## config.mk

```make
export PLATFORM = sky130hd
export DESIGN_NAME = rx_cmd_ctrl
export DESIGN_NICKNAME = d
export VERILOG_FILES = /design/src/rtl/rx_cmd_pkg.sv /design/src/rtl/rx_cmd_timer.sv /design/src/rtl/rx_cmd_ctrl.sv
export SDC_FILE = /design/constraint.sdc
export NUM_CORES = 1
export LEC_CHECK = 0
export BUFFER_PORTS_ARGS = -buffer_cell sky130_fd_sc_hd__buf_4
export CORE_MARGIN = 8
export CORE_UTILIZATION = 25
export DETAILED_ROUTE_END_ITERATION = 10
export GPL_ROUTABILITY_DRIVEN = 1
export PLACE_DENSITY = 0.48
export SETUP_SLACK_MARGIN = 0.15
export SKIP_CTS_REPAIR_TIMING = 1
export SYNTH_ARGS = -nofsm -noshare
export SYNTH_HDL_FRONTEND = slang
export SYNTH_SLANG_ARGS = --single-unit
```

## constraint.sdc

```tcl
create_clock -name CLK -period 1.83 [get_ports CLK]
set_input_delay 0.183 -clock CLK [delete_from_list [all_inputs] [get_ports CLK]]
set_output_delay 0.183 -clock CLK [all_outputs]
set_load 0.05 [all_outputs]
```

## src/rtl/rx_cmd_pkg.sv

```systemverilog
// rx_cmd_pkg: shared definitions for the UART command controller.
//   - CMD_RF_WR / CMD_RF_RD : opcode bytes recognised in IDLE
//   - state_e               : controller state encoding (also exported on the
//                             controller's debug port)
//   - addr_legal()          : address-byte check (bits above the address
//                             field must be zero)
package rx_cmd_pkg;

  localparam logic [7:0] CMD_RF_WR = 8'hAA;
  localparam logic [7:0] CMD_RF_RD = 8'hBB;

  localparam int STATE_W = 3;

  typedef enum logic [STATE_W-1:0] {
    ST_IDLE    = 3'd0,
    ST_WR_ADDR = 3'd1,
    ST_WR_DATA = 3'd2,
    ST_RD_ADDR = 3'd3,
    ST_RD_WAIT = 3'd4,
    ST_TX_SEND = 3'd5
  } state_e;

  // An address byte is legal when every bit above the address field is zero.
  function automatic logic addr_legal(input logic [7:0] b, input int aw);
    return (b >> aw) == 8'd0;
  endfunction

endpackage

```

## src/rtl/rx_cmd_timer.sv

```systemverilog
// rx_cmd_timer: inactivity timer for the command controller.
// Ports:
//   clk_i     system clock
//   rst_i     synchronous active-high reset
//   clear_i   restart the count from zero (dominates enable_i)
//   enable_i  count one cycle
//   expire_o  high in the cycle where the TIMEOUT_CYCLES-th counted cycle
//             ends; the owner is expected to react and clear the timer
module rx_cmd_timer #(
  parameter int TIMEOUT_CYCLES = 4096
) (
  input  logic clk_i,
  input  logic rst_i,
  input  logic clear_i,
  input  logic enable_i,
  output logic expire_o
);

  localparam int CNT_W = $clog2(TIMEOUT_CYCLES + 1);

  logic [CNT_W-1:0] cnt_q;

  // Combinational from the registered count so the owner can act on the
  // same edge that would complete the TIMEOUT_CYCLES-th cycle.
  assign expire_o = enable_i && (cnt_q == CNT_W'(TIMEOUT_CYCLES - 1));

  always_ff @(posedge clk_i) begin
    if (rst_i || clear_i) begin
      cnt_q <= '0;
    end else if (enable_i && !expire_o) begin
      cnt_q <= cnt_q + 1'b1;
    end
  end

endmodule

```

## src/rtl/rx_cmd_ctrl.sv

```systemverilog
// rx_cmd_ctrl: turns the UART RX byte stream into register-file commands.
//   0xAA addr data -> one RF_WR_EN strobe
//   0xBB addr      -> one RF_RD_EN strobe, wait for RF_RD_DATA_VLD, then
//                     offer the read data to the UART TX once TX_BUSY is low
// Malformed bytes (unknown opcode, address with upper bits set, bytes that
// arrive while a read is in flight) produce a one-cycle CMD_ERR.
//
// Optional feature: define RX_CMD_TIMEOUT_EN to abort a command that stalls
// for TIMEOUT_CYCLES in WR_ADDR, WR_DATA, RD_ADDR or RD_WAIT (CMD_ERR, back
// to IDLE). Without it the controller waits indefinitely.
//
// Ports:
//   CLK, RST          clock, synchronous active-high reset
//   RX_P_DATA/RX_D_VLD received byte and its one-cycle valid
//   RF_RD_DATA/_VLD   register-file read data and its one-cycle valid
//   TX_BUSY           transmitter busy, no byte is offered while high
//   RF_ADDR, RF_WR_EN, RF_WR_DATA, RF_RD_EN   register-file bus
//   TX_P_DATA, TX_D_VLD                       byte offered to UART TX
//   CMD_ERR           one-cycle pulse per protocol error
//   state_dbg_o       current controller state (rx_cmd_pkg::state_e)
//
// Handshake: every *_VLD / *_EN / CMD_ERR signal is a single-cycle pulse with
// no back-pressure; a byte is consumed in the cycle its valid is high. The
// only flow control is TX_BUSY, which holds the controller in TX_SEND.
// All outputs are registered and reset to zero.
module rx_cmd_ctrl
  import rx_cmd_pkg::*;
#(
  parameter int ADDR_WIDTH     = 4,
  parameter int TIMEOUT_CYCLES = 4096
) (
  input  logic                  CLK,
  input  logic                  RST,
  input  logic [7:0]            RX_P_DATA,
  input  logic                  RX_D_VLD,
  input  logic [7:0]            RF_RD_DATA,
  input  logic                  RF_RD_DATA_VLD,
  input  logic                  TX_BUSY,
  output logic [ADDR_WIDTH-1:0] RF_ADDR,
  output logic                  RF_WR_EN,
  output logic [7:0]            RF_WR_DATA,
  output logic                  RF_RD_EN,
  output logic [7:0]            TX_P_DATA,
  output logic                  TX_D_VLD,
  output logic                  CMD_ERR,
  output logic [STATE_W-1:0]    state_dbg_o
);

  state_e                state_q;
  logic [ADDR_WIDTH-1:0] rf_addr_q;
  logic [7:0]            rf_wr_data_q;
  logic [7:0]            tx_data_q;
  logic                  wr_en_q;
  logic                  rd_en_q;
  logic                  tx_vld_q;
  logic                  err_q;

  logic addr_ok;
  logic timeout;

  assign addr_ok = addr_legal(RX_P_DATA, ADDR_WIDTH);

`ifdef RX_CMD_TIMEOUT_EN
  logic tmr_clear;
  logic tmr_expire;

  // Count only in the four stall-able states. Any consumed byte restarts the
  // count; a byte dropped in RD_WAIT does not, so a chattering line cannot
  // keep a dead read alive. Clearing while in IDLE means every non-IDLE
  // state is entered with a zero count.
  assign tmr_clear = (state_q == ST_IDLE) || (state_q == ST_TX_SEND) ||
                     (RX_D_VLD && (state_q != ST_RD_WAIT));

  rx_cmd_timer #(
    .TIMEOUT_CYCLES(TIMEOUT_CYCLES)
  ) u_timer (
    .clk_i   (CLK),
    .rst_i   (RST),
    .clear_i (tmr_clear),
    .enable_i(!tmr_clear),
    .expire_o(tmr_expire)
  );

  assign timeout = tmr_expire;
`else
  logic unused_timeout_cfg;
  assign unused_timeout_cfg = (TIMEOUT_CYCLES > 0);
  assign timeout = 1'b0;
`endif

  always_ff @(posedge CLK) begin
    if (RST) begin
      state_q      <= ST_IDLE;
      rf_addr_q    <= '0;
      rf_wr_data_q <= '0;
      tx_data_q    <= '0;
      wr_en_q      <= 1'b0;
      rd_en_q      <= 1'b0;
      tx_vld_q     <= 1'b0;
      err_q        <= 1'b0;
    end else begin
      wr_en_q  <= 1'b0;
      rd_en_q  <= 1'b0;
      tx_vld_q <= 1'b0;
      err_q    <= 1'b0;

      case (state_q)
        ST_IDLE: begin
          if (RX_D_VLD) begin
            if (RX_P_DATA == CMD_RF_WR) begin
              state_q <= ST_WR_ADDR;
            end else if (RX_P_DATA == CMD_RF_RD) begin
              state_q <= ST_RD_ADDR;
            end else begin
              err_q <= 1'b1;
            end
          end
        end

        ST_WR_ADDR: begin
          if (RX_D_VLD) begin
            if (addr_ok) begin
              rf_addr_q <= RX_P_DATA[ADDR_WIDTH-1:0];
              state_q   <= ST_WR_DATA;
            end else begin
              err_q   <= 1'b1;
              state_q <= ST_IDLE;
            end
          end else if (timeout) begin
            err_q   <= 1'b1;
            state_q <= ST_IDLE;
          end
        end

        ST_WR_DATA: begin
          if (RX_D_VLD) begin
            rf_wr_data_q <= RX_P_DATA;
            wr_en_q      <= 1'b1;
            state_q      <= ST_IDLE;
          end else if (timeout) begin
            err_q   <= 1'b1;
            state_q <= ST_IDLE;
          end
        end

        ST_RD_ADDR: begin
          if (RX_D_VLD) begin
            if (addr_ok) begin
              rf_addr_q <= RX_P_DATA[ADDR_WIDTH-1:0];
              rd_en_q   <= 1'b1;
              state_q   <= ST_RD_WAIT;
            end else begin
              err_q   <= 1'b1;
              state_q <= ST_IDLE;
            end
          end else if (timeout) begin
            err_q   <= 1'b1;
            state_q <= ST_IDLE;
          end
        end

        ST_RD_WAIT: begin
          // A byte here is dropped; read data arriving in the same cycle is
          // still captured. Read data beats a coincident timeout.
          if (RX_D_VLD) begin
            err_q <= 1'b1;
          end
          if (RF_RD_DATA_VLD) begin
            tx_data_q <= RF_RD_DATA;
            state_q   <= ST_TX_SEND;
          end else if (timeout) begin
            err_q   <= 1'b1;
            state_q <= ST_IDLE;
          end
        end

        ST_TX_SEND: begin
          if (RX_D_VLD) begin
            err_q <= 1'b1;
          end
          if (!TX_BUSY) begin
            tx_vld_q <= 1'b1;
            state_q  <= ST_IDLE;
          end
        end

        default: begin
          state_q <= ST_IDLE;
        end
      endcase
    end
  end

  assign RF_ADDR     = rf_addr_q;
  assign RF_WR_EN    = wr_en_q;
  assign RF_WR_DATA  = rf_wr_data_q;
  assign RF_RD_EN    = rd_en_q;
  assign TX_P_DATA   = tx_data_q;
  assign TX_D_VLD    = tx_vld_q;
  assign CMD_ERR     = err_q;
  assign state_dbg_o = state_q;

endmodule

```

==> impl_metrics.tcl <==
set metrics [dict create \
    fin_area_um2 1570 \
    finalSetupViolCount 0 \
    synth_top_area_share 0.485 \
    layout.cells.most_common_list "buf_4 (49), dfxtp_1 (24), nand2_1 (19), nor2_1 (15), mux2i_1 (13)" \
    drtAntennaViolNets 0 \
    cts_tree "built" \
    ff2ff_path_depth 4 \
    dominantRegCellSynth "dfxtp_1" \
    dieArea_um2 6850 \
    power.total_mw 1.05 \
    io_buffer_count 47 \
    drc 0 \
    setup-tns-final_ns 0 \
    finalHoldViolCount 0 \
    grt_pass1_wl_um 5060 \
    worst_pin_slew_ns 0.355 \
    die_w_um 82.7 \
    gr-usage-all-layers 0.0936 \
    initial_utilization 0.258 \
    arrival_ns 1.70 \
    finalWirelength_um 3120 \
    synth_nets 143 \
    synth-edff-count 0 \
    gp_congestion 0.813 \
    fmax_mhz 649 \
    ys_top_cells_by_area "dfxtp_1 (49%), mux2i_1 (12%), nand2_1 (6.4%)" \
    combPwrFrac 0.107 \
    placed_area_um2 1520 \
    worstSetupPathType "reg -> reg" \
    wl_met1_um 1360 \
    num_io_pins 48 \
    nNetsFinal 190 \
    p_seq_frac 0.572 \
    hold_path_depth 3 \
    holdCritPathClass "in -> reg" \
    post-route-period-util 0.842 \
    fill_cells 461 \
    yosys.area.top_type "dfxtp_1" \
    drive_gt1_frac 0.357 \
    relSlewSlack 0.761 \
    crit_path_max_fanout 9 \
    outcome "finished, final reports clean" \
    cts_root_buf "clkbuf_8" \
    clk_path_buf_depth 2 \
    htree_levels 1 \
    grt_overflow 0 \
    swShare 0.239 \
    p_leak_nw 0.661 \
    slew_violations 0 \
    clkSinkCount 27 \
    worstSkewPairLatency_ns 0.27 \
    grt_max_degree 27 \
    dr_wl_met3_um 307 \
    dpl.cell_count 216 \
    top_layer "met4" \
    wl_met2_um 1420 \
    synthCells 122 \
    rsz0062_at_grt "no" \
    drv_cap 0 \
    hold_slack_ns 0.145 \
    clk_pin_slew_ns 0.09 \
    synth.distinct_cells 25 \
    antenna_cells 0 \
    vdd_drop_max_v 0.000319 \
    via_count 1014 \
    worstSetupEndpointType "flop" \
    dpl_worst_slack_ns 0.303 \
    final.min_clock_period_ns 1.54 \
    fin_worst_skew_ns 0.00451 \
    antenna_found_initial 0 \
    yosysSeqAreaShare 0.485 \
    fin_cells 220 \
    syn_area_um2 1110 \
    utilization 0.362 \
    cts_inserted_buffers 3 \
    drtIter0Drc 33 \
    dr.pass1.iters 4 \
    syn_area_per_cell_um2 9.13 \
    rows 24 \
    p_clk_frac 0.320 \
    synthToLayoutAreaGrowth_pct 40.6 \
    dieHeight_um 82.7 \
    grt_pass1_vias 1109 \
    p_int_uw 796 \
    setup_slack_ns 0.289 \
    cp.required_ns 1.99 \
    avgRoutedWirePerCell_um 14.2 \
    yosys_warnings 0 \
    power.switching_uw 250 \
    core_area_um2 4320 \
    dp_hpwl_um 2420 \
    powerDensity_nw_per_um2 668 \
    ys_ff_latch 27 \
    start_kind "flop" \
    avgViaCountPerCell 4.61 \
    async_flop_share 0 \
    mostFrequentLayoutCell "buf_4" \
]
-- routing by layer --
metal  global-route usage  vias to the layer above
li1                     -                      509
met1                0.108                      469
met2                0.149                       32
met3               0.0400                        4
met4               0.0379                        0
met5                    0                        -
-- path summary, 6_finish.rpt --
check            startpoint            end  slack (ns)
max reg2reg  state_dbg_o[1]  RF_WR_DATA[7]        0.29
max          state_dbg_o[1]  RF_WR_DATA[7]        0.29
min reg2reg   RF_WR_DATA[0]  RF_WR_DATA[0]        0.47
min           RF_RD_DATA[3]   TX_P_DATA[3]        0.14
-- flip-flops by register name, indices dropped and copies added, names as in the netlist --
register / cells
RF_WR_EN: 1
CMD_ERR: 1
RF_WR_DATA: 8
RF_ADDR: 4
TX_P_DATA: 8
RF_RD_EN: 1
state_dbg_o: 3
TX_D_VLD: 1
-- kinds of logic after synthesis --
| logic type | share of synthesized area |
|---|---|
| flip-flops | 0.485 |
| AO/OA/AOI/OAI | 0.0989 |
| buffers and inverters | 0.0348 |
| multiplexers | 0.117 |
| XOR/XNOR | 0.00787 |
| AND/OR/NAND/NOR | 0.256 |
-- power groups by stage --
stage	Sequential (mW)	Clock [mW]	Combinational [mW]
6_report	0.598	0.335	0.112
5_1_grt	0.600	0.374	0.121
4_1_cts	0.599	0.357	0.113
3_5_place_dp	0.612	0	0.113
3_3_place_gp	0.612	0	0.112
2_1_floorplan	0.628	0	0.0384
-- cell type report --
class | instances | area, µm² | share of cell area
multi-input cells | 86 | 534 | 0.341
inverters | 2 | 7.51 | 0.00480
well taps | 52 | 65.1 | 0.0416
flip-flops and latches | 27 | 544 | 0.348
clock inverters | 1 | 5.00 | 0.00320
repair buffers | 49 | 368 | 0.235
clock buffers | 3 | 41.3 | 0.0264
-- synthesized netlist by cell type (all sizes together) (3+ instances only) --
| cell type | instances |
|---|---|
| a21oi | 10 |
| buf | 4 |
| clkbuf | 3 |
| dfxtp | 27 |
| mux2i | 13 |
| nand2 | 19 |
| nand2b | 3 |
| nor2 | 15 |
| nor2b | 3 |
| nor3 | 4 |
| or3 | 3 |
-- worst max-delay path: stages (launching register included) --
cell and delay [ns]:
dfxtp_2 0.38, inv_1 0.12, or4b_1 0.72, nand2_1 0.14, a21oi_1 0.07
(Power assumes the default switching activity.)
